--- src/rtl/memblock_pkg.sv ---
// Shared types and sizes for the memory-block operand reader.
// Holds the address/count widths, the bank depth and the reader FSM state type.
package memblock_pkg;

    localparam int unsigned ADDR_W = 4;
    localparam int unsigned DEPTH  = 16;
    localparam int unsigned CNT_W  = 5;

    typedef enum logic [2:0] {
        ST_IDLE,
        ST_ISSUE,
        ST_CAPTURE,
        ST_HOLD,
        ST_DONE
    } state_t;

endpackage

--- src/rtl/memblock_reader_if.sv ---
// Bus bundle between the operand reader, the A/B memory banks and the consumer.
// slave  : the reader (takes start/base/count, read data and op_ready;
//          drives mem_addr, operands, op_valid, busy, done)
// master : the environment driving the reader (requester, banks, consumer)
interface memblock_reader_if #(
    parameter int unsigned N = 8
);
    import memblock_pkg::*;

    localparam int unsigned DW = N + 1;

    logic              start;
    logic [ADDR_W-1:0] base_addr;
    logic [CNT_W-1:0]  count;
    logic [ADDR_W-1:0] mem_addr;
    logic [DW-1:0]     a_rd;
    logic [DW-1:0]     b_rd;
    logic [DW-1:0]     op_a;
    logic [DW-1:0]     op_b;
    logic              op_valid;
    logic              op_ready;
    logic              busy;
    logic              done;

    modport slave (
        input  start, base_addr, count, a_rd, b_rd, op_ready,
        output mem_addr, op_a, op_b, op_valid, busy, done
    );

    modport master (
        output start, base_addr, count, a_rd, b_rd, op_ready,
        input  mem_addr, op_a, op_b, op_valid, busy, done
    );

endinterface

--- src/rtl/memblock_addr_seq.sv ---
// Address register and remaining-pair counter for a read burst.
// Ports:
//   clk, rst   : clock, asynchronous active-high reset
//   load_i     : latch base_i into the address and count_i (saturated) into the counter
//   step_i     : advance the address (wrapping at DEPTH) and decrement the counter
//   base_i     : burst start address
//   count_i    : requested pair count, values above DEPTH saturate to DEPTH
//   addr_o     : current address register
//   last_o     : exactly one pair remains
module memblock_addr_seq #(
    parameter int unsigned DEPTH = 16
) (
    input  logic                            clk,
    input  logic                            rst,
    input  logic                            load_i,
    input  logic                            step_i,
    input  logic [memblock_pkg::ADDR_W-1:0] base_i,
    input  logic [memblock_pkg::CNT_W-1:0]  count_i,
    output logic [memblock_pkg::ADDR_W-1:0] addr_o,
    output logic                            last_o
);
    import memblock_pkg::*;

    logic [ADDR_W-1:0] addr_q, addr_d;
    logic [CNT_W-1:0]  rem_q, rem_d;

    // Next address/count: load wins over step; both hold otherwise.
    always_comb begin
        addr_d = addr_q;
        rem_d  = rem_q;
        if (load_i) begin
            addr_d = base_i;
            rem_d  = (count_i > CNT_W'(DEPTH)) ? CNT_W'(DEPTH) : count_i;
        end else if (step_i) begin
            addr_d = (addr_q == ADDR_W'(DEPTH - 1)) ? '0 : addr_q + ADDR_W'(1);
            rem_d  = rem_q - CNT_W'(1);
        end
    end

    always_ff @(posedge clk or posedge rst) begin
        if (rst) begin
            addr_q <= '0;
            rem_q  <= '0;
        end else begin
            addr_q <= addr_d;
            rem_q  <= rem_d;
        end
    end

    assign addr_o = addr_q;
    assign last_o = (rem_q == CNT_W'(1));

endmodule

--- src/rtl/memblock_reader.sv ---
// Reads Count A/B pairs from two lock-step memory banks starting at Base_Addr
// and presents each pair to a consumer with a valid/ready handshake.
// Ports:
//   clk, rst : clock, asynchronous active-high reset
//   bus      : slave side of memblock_reader_if (start/base_addr/count request,
//              mem_addr + a_rd/b_rd bank access, op_a/op_b/op_valid/op_ready
//              consumer handshake, busy/done status)
// DEPTH must stay consistent with the 4-bit address (16 entries).
module memblock_reader #(
    parameter int unsigned N     = 8,
    parameter int unsigned DEPTH = memblock_pkg::DEPTH
) (
    input  logic             clk,
    input  logic             rst,
    memblock_reader_if.slave bus
);
    import memblock_pkg::*;

    localparam int unsigned DW = N + 1;

    state_t            state_q, state_d;
    logic              load;
    logic              step;
    logic              capture;
    logic              last;
    logic [ADDR_W-1:0] addr;
    logic [DW-1:0]     op_a_q, op_a_d;
    logic [DW-1:0]     op_b_q, op_b_d;
    logic              op_valid_q;
    logic              busy_q;
    logic              done_q;

    memblock_addr_seq #(
        .DEPTH (DEPTH)
    ) u_addr_seq (
        .clk     (clk),
        .rst     (rst),
        .load_i  (load),
        .step_i  (step),
        .base_i  (bus.base_addr),
        .count_i (bus.count),
        .addr_o  (addr),
        .last_o  (last)
    );

    // State register.
    always_ff @(posedge clk or posedge rst) begin
        if (rst) begin
            state_q <= ST_IDLE;
        end else begin
            state_q <= state_d;
        end
    end

    // Next state and sequencer controls.
    always_comb begin
        state_d = state_q;
        load    = 1'b0;
        step    = 1'b0;
        capture = 1'b0;
        unique case (state_q)
            ST_IDLE: begin
                if (bus.start) begin
                    if (bus.count == '0) begin
                        state_d = ST_DONE;
                    end else begin
                        load    = 1'b1;
                        state_d = ST_ISSUE;
                    end
                end
            end
            ST_ISSUE: begin
                state_d = ST_CAPTURE;
            end
            ST_CAPTURE: begin
                capture = 1'b1;
                state_d = ST_HOLD;
            end
            ST_HOLD: begin
                if (bus.op_ready) begin
                    if (last) begin
                        state_d = ST_DONE;
                    end else begin
                        step    = 1'b1;
                        state_d = ST_ISSUE;
                    end
                end
            end
            ST_DONE: begin
                state_d = ST_IDLE;
            end
            default: begin
                state_d = ST_IDLE;
            end
        endcase
    end

    // Operands only change when a fresh bank read is captured.
    always_comb begin
        op_a_d = op_a_q;
        op_b_d = op_b_q;
        if (capture) begin
            op_a_d = bus.a_rd;
            op_b_d = bus.b_rd;
        end
    end

    // Status flags are the state decode, flopped alongside the state register
    // so they track it exactly without combinational output paths.
    always_ff @(posedge clk or posedge rst) begin
        if (rst) begin
            op_a_q     <= '0;
            op_b_q     <= '0;
            op_valid_q <= 1'b0;
            busy_q     <= 1'b0;
            done_q     <= 1'b0;
        end else begin
            op_a_q     <= op_a_d;
            op_b_q     <= op_b_d;
            op_valid_q <= (state_d == ST_HOLD);
            busy_q     <= (state_d != ST_IDLE);
            done_q     <= (state_d == ST_DONE);
        end
    end

    // The address register only moves when entering ISSUE, so it holds otherwise.
    assign bus.mem_addr = addr;
    assign bus.op_a     = op_a_q;
    assign bus.op_b     = op_b_q;
    assign bus.op_valid = op_valid_q;
    assign bus.busy     = busy_q;
    assign bus.done     = done_q;

endmodule
--- src/flat_wrapper.sv ---
// flat-port wrapper written by rule: the top's interface ports become plain ports
module memblock_reader_flat import memblock_pkg::*;
#(
    parameter int unsigned N     = 8,
    parameter int unsigned DEPTH = memblock_pkg::DEPTH
)
  (clk, rst, bus_start, bus_base_addr, bus_count, bus_a_rd, bus_b_rd, bus_op_ready, bus_mem_addr, bus_op_a, bus_op_b, bus_op_valid, bus_busy, bus_done);
  memblock_reader_if #(.N(N)) bus_i ();
  input  logic clk;
  input  logic rst;
  input wire logic [$bits(bus_i.start)-1:0] bus_start;
  input wire logic [$bits(bus_i.base_addr)-1:0] bus_base_addr;
  input wire logic [$bits(bus_i.count)-1:0] bus_count;
  input wire logic [$bits(bus_i.a_rd)-1:0] bus_a_rd;
  input wire logic [$bits(bus_i.b_rd)-1:0] bus_b_rd;
  input wire logic [$bits(bus_i.op_ready)-1:0] bus_op_ready;
  output wire logic [$bits(bus_i.mem_addr)-1:0] bus_mem_addr;
  output wire logic [$bits(bus_i.op_a)-1:0] bus_op_a;
  output wire logic [$bits(bus_i.op_b)-1:0] bus_op_b;
  output wire logic [$bits(bus_i.op_valid)-1:0] bus_op_valid;
  output wire logic [$bits(bus_i.busy)-1:0] bus_busy;
  output wire logic [$bits(bus_i.done)-1:0] bus_done;
  assign bus_i.start = bus_start;
  assign bus_i.base_addr = bus_base_addr;
  assign bus_i.count = bus_count;
  assign bus_i.a_rd = bus_a_rd;
  assign bus_i.b_rd = bus_b_rd;
  assign bus_i.op_ready = bus_op_ready;
  assign bus_mem_addr = bus_i.mem_addr;
  assign bus_op_a = bus_i.op_a;
  assign bus_op_b = bus_i.op_b;
  assign bus_op_valid = bus_i.op_valid;
  assign bus_busy = bus_i.busy;
  assign bus_done = bus_i.done;
  memblock_reader #(.N(N), .DEPTH(DEPTH)) u_core (.clk(clk), .rst(rst), .bus(bus_i));
endmodule
--- config.mk ---
export PLATFORM = sky130hd
export DESIGN_NAME = memblock_reader_flat
export DESIGN_NICKNAME = d
export VERILOG_FILES = /design/src/rtl/memblock_pkg.sv /design/src/rtl/memblock_reader_if.sv /design/src/rtl/memblock_addr_seq.sv /design/src/rtl/memblock_reader.sv /design/src/flat_wrapper.sv
export SDC_FILE = /design/constraint.sdc
export NUM_CORES = 1
export LEC_CHECK = 0
export CAP_MARGIN = 20
export CORE_MARGIN = 4
export CORE_UTILIZATION = 35
export CTS_CLUSTER_DIAMETER = 60
export DETAILED_ROUTE_END_ITERATION = 8
export PLACE_DENSITY = 0.72
export SYNTH_ARGS = -nofsm -noshare
export SYNTH_HDL_FRONTEND = slang
export SYNTH_SLANG_ARGS = --single-unit
--- constraint.sdc ---
create_clock -name clk -period 3.5 [get_ports clk]
set_clock_uncertainty 0.05 [all_clocks]
set_input_delay 0.7 -clock clk [delete_from_list [all_inputs] [get_ports clk]]
set_output_delay 0.7 -clock clk [all_outputs]
set_load 0.02 [all_outputs]
Word level (Yosys, flattened, before mapping)
Index checks and enable logic that the tools add are counted.
{ "word_totals": {"wordCells": 40, "input_bits": 31, "regBits": 33} }
{ "op_classes": {"muxes": 18, "n_lt_le_gt_ge": 1, "eq_ne": 7, "n_addsub": 2, "n_reduce_logical": 4} }
{ "ops": {"columns": ["operator", "n"], "rows": [
  ["2-to-1 mux 5 bit", 3],
  ["2-to-1 mux 3 bit", 4],
  ["2-to-1 mux 4 bit", 3],
  ["case mux 3 bit (4 select lines)", 1],
  ["equality test 3 x 2 -> 1 bit, second input constant", 3],
  ["2-to-1 mux 1 bit", 7],
  ["equality test 5 x 1 -> 1 bit, second input constant", 1],
  ["greater-than comparator 5 bit, second input constant", 1],
  ["logical NOT 5 bit", 1],
  ["subtractor 5 x 1 -> 5 bit, second input constant", 1],
  ["adder 4 x 1 -> 4 bit, second input constant", 1],
  ["equality test 4 bit, second input constant", 1],
  ["equality test 3 x 1 -> 1 bit, second input constant", 1],
  ["equality test 3 bit, second input constant", 1],
  ["logical NOT 3 bit", 1],
  ["nonzero test 3 bit", 1],
  ["nonzero test 2 bit", 1]
]} }

Logic depth before layout (Yosys ltp)
Gate-level depths: netlist of the first run.
{ "depth": {"word_depth": 6, "ltp_mapped": 7, "depth_no_buf": 6} }

Modules after synthesis
A second synthesis of the first run with hierarchy kept.
{ "unflattened": {"hier_cells": 124, "area_unflattened_um2": 1580.3} }
{ "modules_own_cells": {"columns": ["module", "area_per_inst_um2", "instances", "cells_each"], "rows": [
  ["memblock_reader", 1019.7, 1, 65],
  ["memblock_addr_seq", 560.5, 1, 59]
]} }

Least setup slack after synthesis of the first run
OpenSTA, ideal clock, no wires.
{ "synth_path": {"path_kind": "input to register", "startpoint": "input bus_count[0]", "endpoint": "register u_core.u_addr_seq.rem_q[4]", "setup_time_ns": 0.111, "slack_ns": 1.315, "arrival_time_ns": 2.024, "t_required_ns": 3.339, "cell_stages": 4, "path_cell_list": "or4_1 > o21bai_1 > o211ai_1 > a222oi_1"} }
{ "synth_via": {"elab_chain_cells": 5, "word_cells_on_any_way": 8, "classes_between": "order compare: 1; mux: 5; reduce/logical: 2"} }
{ "synth_rtl": {"columns": ["item", "line", "source"], "rows": [
  ["from (decl)", "flat_wrapper.sv:13", "input wire logic [$bits(bus_i.count)-1:0] bus_count;"],
  ["parallel branches: the longest is 5 deep, another holds greater-than comparator 5 bit", null, null],
  ["to (signal assigned)", "memblock_addr_seq.sv:46", "rem_q <= rem_d;"],
  ["to (decl)", "memblock_addr_seq.sv:25", "logic [CNT_W-1:0] rem_q, rem_d;"]
]} }
Several ways; the timed one is not identified.
A chain may end at the register's enable or synchronous reset.

Worst setup path after layout of the first run
Ends and elaborated chain as after synthesis.

==> results of run 1 <==
## Yosys cell counts (2+ instances only)
cell      count  area [µm²]
nor3b_1       2       15.01
nand3_1       7       35.03
o32ai_1       2       17.52
nor2_1        6       22.52
nor3_1        2       10.01
or4b_1        2       20.02
dfrtp_1      33       825.8
ha_1          3       37.54
nand2_1       4       15.01
clkbuf_1      2       7.510
mux2_2       18       202.7
buf_2         2       10.01
o21ai_0       7       35.03
o211ai_1      2       15.01
inv_1         7       26.28
a31oi_1       2       12.51
a21oi_1       5       25.02
## flip-flops by register name, summed over array words and instances (netlist names)
| register | cells |
|---|---|
| u_core.bus.busy | 1 |
| u_core.bus.op_a | 9 |
| u_core.bus.op_b | 9 |
| u_core.bus.op_valid | 1 |
| u_core.u_addr_seq.addr_o | 4 |
| u_core.u_addr_seq.rem_q | 5 |
| u_core.bus.done | 1 |
| u_core.state_q | 3 |
## power groups by stage
stage / registers (mW) / clock network, mW / logic [mW]
2_1_floorplan: 0.850 / 0 / 0.412
3_3_place_gp: 0.690 / 0 / 0.956
3_5_place_dp: 0.699 / 0 / 0.979
4_1_cts: 0.694 / 0.379 / 0.983
5_1_grt: 0.720 / 0.395 / 1.05
6_report: 0.695 / 0.368 / 0.969
## kinds of logic after synthesis
| kind of cell | Yosys count | share of synthesized area [%] |
|---|---|---|
| AO/OA/AOI/OAI | 26 | 12.07 |
| adder cells (fa/ha/maj) | 3 | 2.515 |
| buffers and inverters | 12 | 3.689 |
| multiplexers | 18 | 13.58 |
| AND/OR/NAND/NOR | 31 | 11.65 |
| flip-flops | 33 | 55.32 |
| XOR/XNOR | 2 | 1.174 |
## worst max path at each step
stage / startpoint / end / depth (start not counted)
4_1_cts: bus_count[0] / u_core.u_addr_seq.rem_q[4] / 5
3_5_place_dp: bus_count[0] / u_core.u_addr_seq.rem_q[4] / 5
5_1_grt: bus_count[0] / u_core.u_addr_seq.rem_q[4] / 5
3_3_place_gp: bus_count[0] / u_core.u_addr_seq.rem_q[4] / 5
2_1_floorplan: bus_count[0] / u_core.u_addr_seq.rem_q[4] / 4
6_report: bus_count[0] / u_core.u_addr_seq.rem_q[4] / 5
## final cells by class
| type | instances | area [µm²] |
|---|---|---|
| Clock buffer | 7 | 86.33 |
| Clock inverter | 1 | 30.03 |
| Fill cell | 360 | 1849 |
| Inverter | 7 | 26.28 |
| Multi-Input combinational cell | 80 | 611.8 |
| Sequential cell | 33 | 825.8 |
| Tap cell | 50 | 62.56 |
| Timing Repair Buffer | 57 | 565.5 |
## routing by layer
| layer | vias to the layer above | GRT usage [%] | wire [µm] |
|---|---|---|---|
| li1 | 569 | - | - |
| met1 | 550 | 17.21 | 1459 |
| met2 | 60 | 22.24 | 1594 |
| met3 | 7 | 6.977 | 402 |
| met4 | 0 | 3.823 | 48 |
| met5 | - | 0 | 0 |
## critical path: stages
cell and delay [ns]:
clkdlybuf4s50_1 0.41, or4_1 0.61, o21bai_1 0.58, o211ai_1 0.17, a222oi_1 0.24
## metrics by stage
step | instances | hold WS, ns | util [%] | area, µm²
2_1_floorplan | 125 | 0.3930 | - | 1493
4_1_cts | 235 | 0.4395 | 54.42 | 2208
5_1_grt | 235 | 0.4682 | 54.42 | 2208
6_report | 235 | 0.4453 | 54.42 | 2208
3_3_place_gp | 227 | 0.4143 | 51.56 | 2092
3_5_place_dp | 227 | 0.4304 | 51.56 | 2092
==> impl_metrics.json, run 1 <==
{
  "outcome": "completed",
  "drc": 0,
  "grt_pass1_vias": 1284,
  "r2r_cells": 4,
  "cts.sinks": 33,
  "cts_setup_buffers": 0,
  "syn_area_per_cell_um2": 11.94,
  "synth-seq-area-share_pct": 55.32,
  "ant_nets": 0,
  "initial_core_util_pct": 36.79,
  "nets": 218,
  "path_max_fanout": 9,
  "required_ns": 3.62,
  "cts_hold_buf": 0,
  "rows": 23,
  "seqPwrFrac_pct": 34.2,
  "gp_congestion": 0.9485,
  "cts_resized": 0,
  "cts.path.max_buffers": 2,
  "max_freq_mhz": 386.5,
  "syn2layout_area_growth_pct": 47.95,
  "antenna_cells": 0,
  "dp_hpwl_um": 2592,
  "internal_power_mw": 1.305,
  "htree_levels": 2,
  "die_height_um": 73.31,
  "ys_types": 36,
  "hold_path_depth": 1,
  "core_um2": 4058,
  "power_switching_mw": 0.7275,
  "antenna_found_initial": 0,
  "vias": 1186,
  "clkLatencyLatePin_ns": 0.28,
  "synth_edf_count": 0,
  "min-delay-path-class": "reg2reg",
  "critical_path_arrival_ns": 2.71,
  "die_w_um": 73.31,
  "port_buffers": 55,
  "synth_cells": 125,
  "yosys_warnings": 0,
  "maxSlewViolCount": 0,
  "powerDensity_nw_per_um2": 920.5,
  "cts_buffers": 5,
  "fin_crit_sh_pct": 73.93,
  "clkPwrFrac_pct": 18.1,
  "p_leak_nw": 0.8953,
  "power_frac_comb_pct": 47.7,
  "grt_pass1_wl_um": 5823,
  "final_cell_mix": "55 x clkdlybuf4s50_1, 33 x dfrtp_1, 18 x mux2_2",
  "synth_nets": 159,
  "async_reset_ff_share_pct": 100.0,
  "synth_area_um2": 1493,
  "dp_slack_ns": 0.6146,
  "r2r-start": "u_core.state_q[0]",
  "overflow": 0,
  "power_mw": 2.033,
  "period_needed_ns": 2.588,
  "setup_viol": 0,
  "fin_setup_tns_ns": 0,
  "grt_max_degree": 34,
  "setup_ws_ns": 0.9125,
  "wl_um": 3506,
  "rrSetupSlack_ns": 1.47,
  "swShare_pct": 35.78,
  "crit_path_start_kind": "primary input",
  "timing.final.hold_violations": 0,
  "vias_per_cell": 5.047,
  "crit_path_end_kind": "register",
  "min_to": "u_core.bus.busy",
  "synth-main-ff-cell": "dfrtp_1",
  "final_common_cell": "clkdlybuf4s50_1",
  "slew_headroom_pct": 54.94,
  "dieArea_um2": 5374,
  "hold_start": "u_core.state_q[2]",
  "drv_cap": 0,
  "drt_iter0_drc": 79,
  "cts_tree": "built",
  "wl_per_cell_um": 14.92,
  "rsz0062_at_grt": "no",
  "ys_ff_latch": 33,
  "ir_worst_vdd_mv": 0.3502,
  "pin_count": 56,
  "drive_above_1_share_pct": 16.22,
  "clkTransAtPathRegs_ns": 0.07,
  "path_class": "in2reg",
  "grt_usage_pct": 14.11,
  "drt-pass1-iter-count": 4,
  "cts_root_buf": "clkbuf_8",
  "worstMarginPinSlew_ns": 0.6744,
  "rr_endpoint": "u_core.u_addr_seq.rem_q[1]"
}
Note: power is estimated with default switching activity, not from simulation.
==> run 2, diff against run 1 <==
==> constraint.sdc (replaced) <==
create_clock -name clk -period 2.5 [get_ports clk]
set_clock_uncertainty 0.05 [all_clocks]
set_input_delay 0.5 -clock clk [delete_from_list [all_inputs] [get_ports clk]]
set_output_delay 0.5 -clock clk [all_outputs]
set_load 0.02 [all_outputs]
==> impl_metrics.json, run 2 (synthesis results as in run 1) <==
{
  "outcome": "completed",
  "drt-pass1-iter-count": 4,
  "cts_resized": 0,
  "cts_tree": "built",
  "wl_met3_um": 294,
  "vias": 1206,
  "rsz0062_at_grt": "no",
  "grt_usage_pct": 13.58,
  "ir_worst_vdd_mv": 0.5936,
  "top_layer": "met4",
  "port_buffers": 55,
  "cts_root_buf": "clkbuf_8",
  "internal_power_mw": 1.836,
  "grt_pass1_vias": 1233,
  "path_class": "in2reg",
  "fin_crit_sh_pct": 85.67,
  "grt_max_degree": 34,
  "drv_cap": 0,
  "final_cell_mix": "55 x clkdlybuf4s50_1, 33 x dfrtp_1, 18 x mux2_2",
  "gp_congestion": 0.9175,
  "cts_buffers": 5,
  "critical_path_arrival_ns": 2.28,
  "maxSlewViolCount": 0,
  "cts.sinks": 33,
  "swShare_pct": 35.60,
  "worstMarginPinSlew_ns": 0.4061,
  "wl_met2_um": 1724,
  "ant_nets": 0,
  "crit_path_start_kind": "primary input",
  "setup_viol": 0,
  "pin_count": 56,
  "cts_setup_buffers": 0,
  "antenna_cells": 0,
  "drc": 0,
  "powerDensity_nw_per_um2": 1282,
  "clkLatencyLatePin_ns": 0.27,
  "rows": 23,
  "multi_input_area_um2": 611.8,
  "wl_um": 3535,
  "path_max_fanout": 5,
  "vias_per_cell": 5.089,
  "htree_levels": 2,
  "fin_cells": 237,
  "cts.path.max_buffers": 2,
  "die_height_um": 73.31,
  "grt_pass1_wl_um": 5685,
  "seqPwrFrac_pct": 34.1,
  "dieArea_um2": 5374,
  "period_needed_ns": 2.142,
  "required_ns": 2.64,
  "fin_setup_tns_ns": 0,
  "clkTransAtPathRegs_ns": 0.06,
  "die_w_um": 73.31,
  "wl_met1_um": 1493,
  "drt_iter0_drc": 54,
  "clkPwrFrac_pct": 17.7,
  "fillers": 353,
  "dp.cells": 229,
  "syn2layout_area_growth_pct": 48.95,
  "drive_above_1_share_pct": 17.11,
  "regArea_um2": 825.8,
  "antenna_found_initial": 0,
  "slew_headroom_pct": 72.93,
  "power_switching_mw": 1.015,
  "core_um2": 4058,
  "wl_per_cell_um": 14.92,
  "cts_hold_buf": 0,
  "power_frac_comb_pct": 48.2,
  "p_leak_nw": 0.9037,
  "timing.hold.ws_ns": 0.4343,
  "timing.final.hold_violations": 0,
  "min-delay-path-class": "reg2reg",
  "final_common_cell": "clkdlybuf4s50_1",
  "nets": 220,
  "max_freq_mhz": 466.9,
  "initial_core_util_pct": 36.79,
  "crit_path_end_kind": "register",
  "overflow": 0,
  "dp_hpwl_um": 2734
}
## run 2: changes by cell type in the layout (fill, tap and decap cells not counted)
| cell | before | now |
|---|---|---|
| buf_4 | 2 | 4 |
## run 2: final cells by class
| cell class | count | share of cell area [%] |
|---|---|---|
| Clock buffer | 7 | 3.883 |
| Multi-Input combinational cell | 80 | 27.52 |
| Tap cell | 50 | 2.814 |
| Inverter | 7 | 1.182 |
| Sequential cell | 33 | 37.14 |
| Timing Repair Buffer | 59 | 26.11 |
| Clock inverter | 1 | 1.351 |
## run 2: path summary, 6_finish.rpt
kind | start | end | slack (ns) | cells after the start
max in group asynchronous | rst | u_core.bus.op_b[0] | 1.54 | 3
setup / recovery | bus_start | u_core.u_addr_seq.rem_q[3] | 0.36 | 6
min in group asynchronous | rst | u_core.bus.op_a[0] | 0.57 | 3
hold reg to reg | u_core.state_q[2] | u_core.state_q[1] | 0.43 | 1
setup reg to reg | u_core.u_addr_seq.rem_q[1] | u_core.u_addr_seq.addr_o[1] | 0.51 | 6
hold / removal | u_core.state_q[2] | u_core.state_q[1] | 0.43 | 1
## run 2: per-layer routing
metal / vias to the layer above / global-route usage [%]
met3: 2 / 3.967
li1: 579 / -
met2: 51 / 22.14
met1: 574 / 17.69
met4: 0 / 3.622
met5: - / 0
## run 2: through the flow
step | setup slack (ns) | total power [mW] | util, % | cell area [µm²]
floorplan | 0.5148 | 1.767 | - | 1493
global placement | 0.1381 | 2.317 | 51.93 | 2107
detailed placement | 0.09505 | 2.366 | 51.93 | 2107
CTS | 0.3777 | 2.880 | 54.79 | 2223
global route | 0.2181 | 3.028 | 54.79 | 2223
finish | 0.3583 | 2.850 | 54.79 | 2223
## run 2: worst max-delay path: stages
cell	delay, ns
clkdlybuf4s50_1	0.48
or4b_1	0.53
buf_4	0.19
nor3b_1	0.27
o22ai_1	0.14
a21oi_1	0.18
## run 2: power groups by stage
stage | clock network [mW] | logic [mW] | registers (mW)
after global placement | 0 | 1.35 | 0.965
after CTS | 0.516 | 1.39 | 0.973
after global routing | 0.543 | 1.48 | 1.00
final | 0.503 | 1.37 | 0.972
after detailed placement | 0 | 1.39 | 0.979
after floorplan | 0 | 0.576 | 1.19
==> run 3, diff against run 2 <==
--- a/config.mk
+++ b/config.mk
@@ -5,12 +5,13 @@
 export SDC_FILE = /design/constraint.sdc
 export NUM_CORES = 1
 export LEC_CHECK = 0
-export CAP_MARGIN = 20
+export ABC_AREA = 1
+export CAP_MARGIN = 0
 export CORE_MARGIN = 4
 export CORE_UTILIZATION = 35
 export CTS_CLUSTER_DIAMETER = 60
 export DETAILED_ROUTE_END_ITERATION = 8
-export PLACE_DENSITY = 0.72
+export PLACE_DENSITY = 0.7
 export SYNTH_ARGS = -nofsm -noshare
 export SYNTH_HDL_FRONTEND = slang
 export SYNTH_SLANG_ARGS = --single-unit
==> impl_metrics.json, run 3 <==
{
  "synth.area.top_cells": "dfrtp_1 49%, nand2_1 16%, nand3_1 11%",
  "regArea_um2": 825.8,
  "multi_input_area_um2": 742.0,
  "worstMarginPinSlew_ns": 0.4088,
  "cts_buffers": 5,
  "ir_worst_vdd_mv": 0.4165,
  "yosysTopAreaCellShare_pct": 49.18,
  "synth_cells": 202,
  "gp_congestion": 0.8280,
  "fin_area_um2": 2360,
  "maxSlewViolCount": 0,
  "synth_edf_count": 0,
  "cp.depth": 1,
  "cts_root_buf": "clkbuf_8",
  "final_common_cell": "nand2_1",
  "dieArea_um2": 5970,
  "async_reset_ff_share_pct": 100.0,
  "wl_um": 3748,
  "drc": 0,
  "crit_path_top_delay_cell": "clkdlybuf4s50_1",
  "grt_pass1_vias": 1508,
  "cp_num_buf_inv": 1,
  "cts_tree": "built",
  "cts_hold_buf": 0,
  "rsz0062_at_grt": "no",
  "vias": 1494,
  "synth_top_cells_by_count": "71 x nand2_1, 36 x nand3_1, 33 x dfrtp_1",
  "powerDensity_nw_per_um2": 1245,
  "wl_per_cell_um": 12.01,
  "grt_pass1_wl_um": 6748,
  "max_freq_mhz": 511.9,
  "core_um2": 4504,
  "p_leak_nw": 1.171,
  "r2r_cells": 8,
  "syn2layout_area_growth_pct": 40.54,
  "yosysMostFrequentCell": "nand2_1",
  "crit_path_start_kind": "register",
  "ys_types": 24,
  "synth-seq-area-share_pct": 49.18,
  "critical_path_arrival_ns": 1.40,
  "port_buffers": 55,
  "rows": 24,
  "pin_count": 56,
  "antenna_cells": 0,
  "grt_usage_pct": 13.97,
  "ant_nets": 0,
  "cts.path.max_buffers": 2,
  "synth_area_um2": 1679,
  "yosys_warnings": 0,
  "htree_levels": 2,
  "power_mw": 2.939,
  "setup_viol": 0,
  "clkLatencyLatePin_ns": 0.28,
  "drt-pass1-iter-count": 4,
  "syn_area_per_cell_um2": 8.312,
  "dp_hpwl_um": 2842,
  "cts.sinks": 33,
  "fin_cells": 312,
  "path_class": "reg2out",
  "place_area_um2": 2258,
  "synth_largest_area_cell": "dfrtp_1",
  "min-delay-path-class": "reg2reg",
  "die_height_um": 77.27,
  "die_w_um": 77.27,
  "synth-main-ff-cell": "dfrtp_1",
  "vias_per_cell": 4.788,
  "antenna_found_initial": 0,
  "crit_path_end_kind": "output port",
  "path_max_fanout": 7,
  "critPathMaxStageDelay_ns": 0.66,
  "dp.cells": 304,
  "fillers": 430,
  "drive_above_1_share_pct": 11.15,
  "period_needed_ns": 1.954,
  "cts_resized": 0,
  "ys_ff_latch": 33,
  "crit_chain": "clkdlybuf4s50_1",
  "fin_crit_sh_pct": 78.14,
  "cts_setup_buffers": 0,
  "final_cell_mix": "71 x nand2_1, 55 x clkdlybuf4s50_1, 36 x nand3_1",
  "timing.final.hold_violations": 0,
  "hold_path_depth": 1,
  "initial_core_util_pct": 37.28,
  "outcome": "completed",
  "required_ns": 1.95,
  "slew_headroom_pct": 72.74,
  "finish.utilization_pct": 52.39,
  "synth_nets": 236,
  "overflow": 0,
  "clkTransAtPathRegs_ns": 0.06,
  "drt_iter0_drc": 71,
  "drv_cap": 0,
  "fin_setup_tns_ns": 0,
  "nets": 293,
  "crit_family": "buffers and inverters",
  "grt_max_degree": 34
}
[run 3: changes by cell type after synthesis, moves of 4 or more]
cell / change
a21oi_1: -5
inv_2: +6
o21ai_0: -7
inv_1: +4
nand2_4: +6
nand4_1: +4
nand3_1: +29
mux2_2: -18
nand2_1: +67
[run 3: final timing paths]
kind	slack, ns	startpoint	to
hold / removal	0.41	u_core.state_q[2]	u_core.bus.op_valid
setup / recovery	0.55	u_core.u_addr_seq.addr_o[2]	bus_mem_addr[2]
hold reg to reg	0.41	u_core.state_q[2]	u_core.bus.op_valid
min in group asynchronous	0.56	rst	u_core.u_addr_seq.rem_q[3]
max in group asynchronous	1.55	rst	u_core.bus.busy
setup reg to reg	0.93	u_core.state_q[0]	u_core.u_addr_seq.addr_o[2]
[run 3: layout make-up]
class	instances	area share, %
clock inverters	1	0.2121
well taps	52	2.757
multi-input cells	145	31.44
repair buffers	56	23.65
inverters	18	2.863
clock buffers	7	4.083
flip-flops and latches	33	34.99
[run 3: routing by layer]
layer  track usage [%]  up-vias  wire (µm)
met4             4.982        0         32
li1                  -      757          -
met3             5.386        4        280
met2             21.76       63       1650
met1             17.57      670       1785
met5                 0        -          0
[run 3: power breakdown]
part / total (mW) / switching (mW) / internal (mW)
Sequential: 0.955 / 0.171 / 0.784
Clock: 0.430 / 0.182 / 0.249
Combinational: 1.55 / 0.905 / 0.648
[run 3: through the flow]
| step | hold slack [ns] | worst slack (ns) |
|---|---|---|
| 2_1_floorplan | 0.3790 | 1.171 |
| 3_3_place_gp | 0.4033 | 0.6799 |
| 3_5_place_dp | 0.4082 | 0.6130 |
| 4_1_cts | 0.4164 | 0.5174 |
| 5_1_grt | 0.4424 | 0.4588 |
| 6_report | 0.4145 | 0.5464 |
[run 3: cell families after synthesis]
group                      Yosys count  share of synthesized area [%]
and+or+nand+nor                    138                          40.31
DFF                                 33                          49.18
buffers and inverters               24                          6.631
AOI/OAI and AO/OA                    3                          1.118
adders and majority gates            3                          2.236
xor gates and xnor gates             1                         0.5217
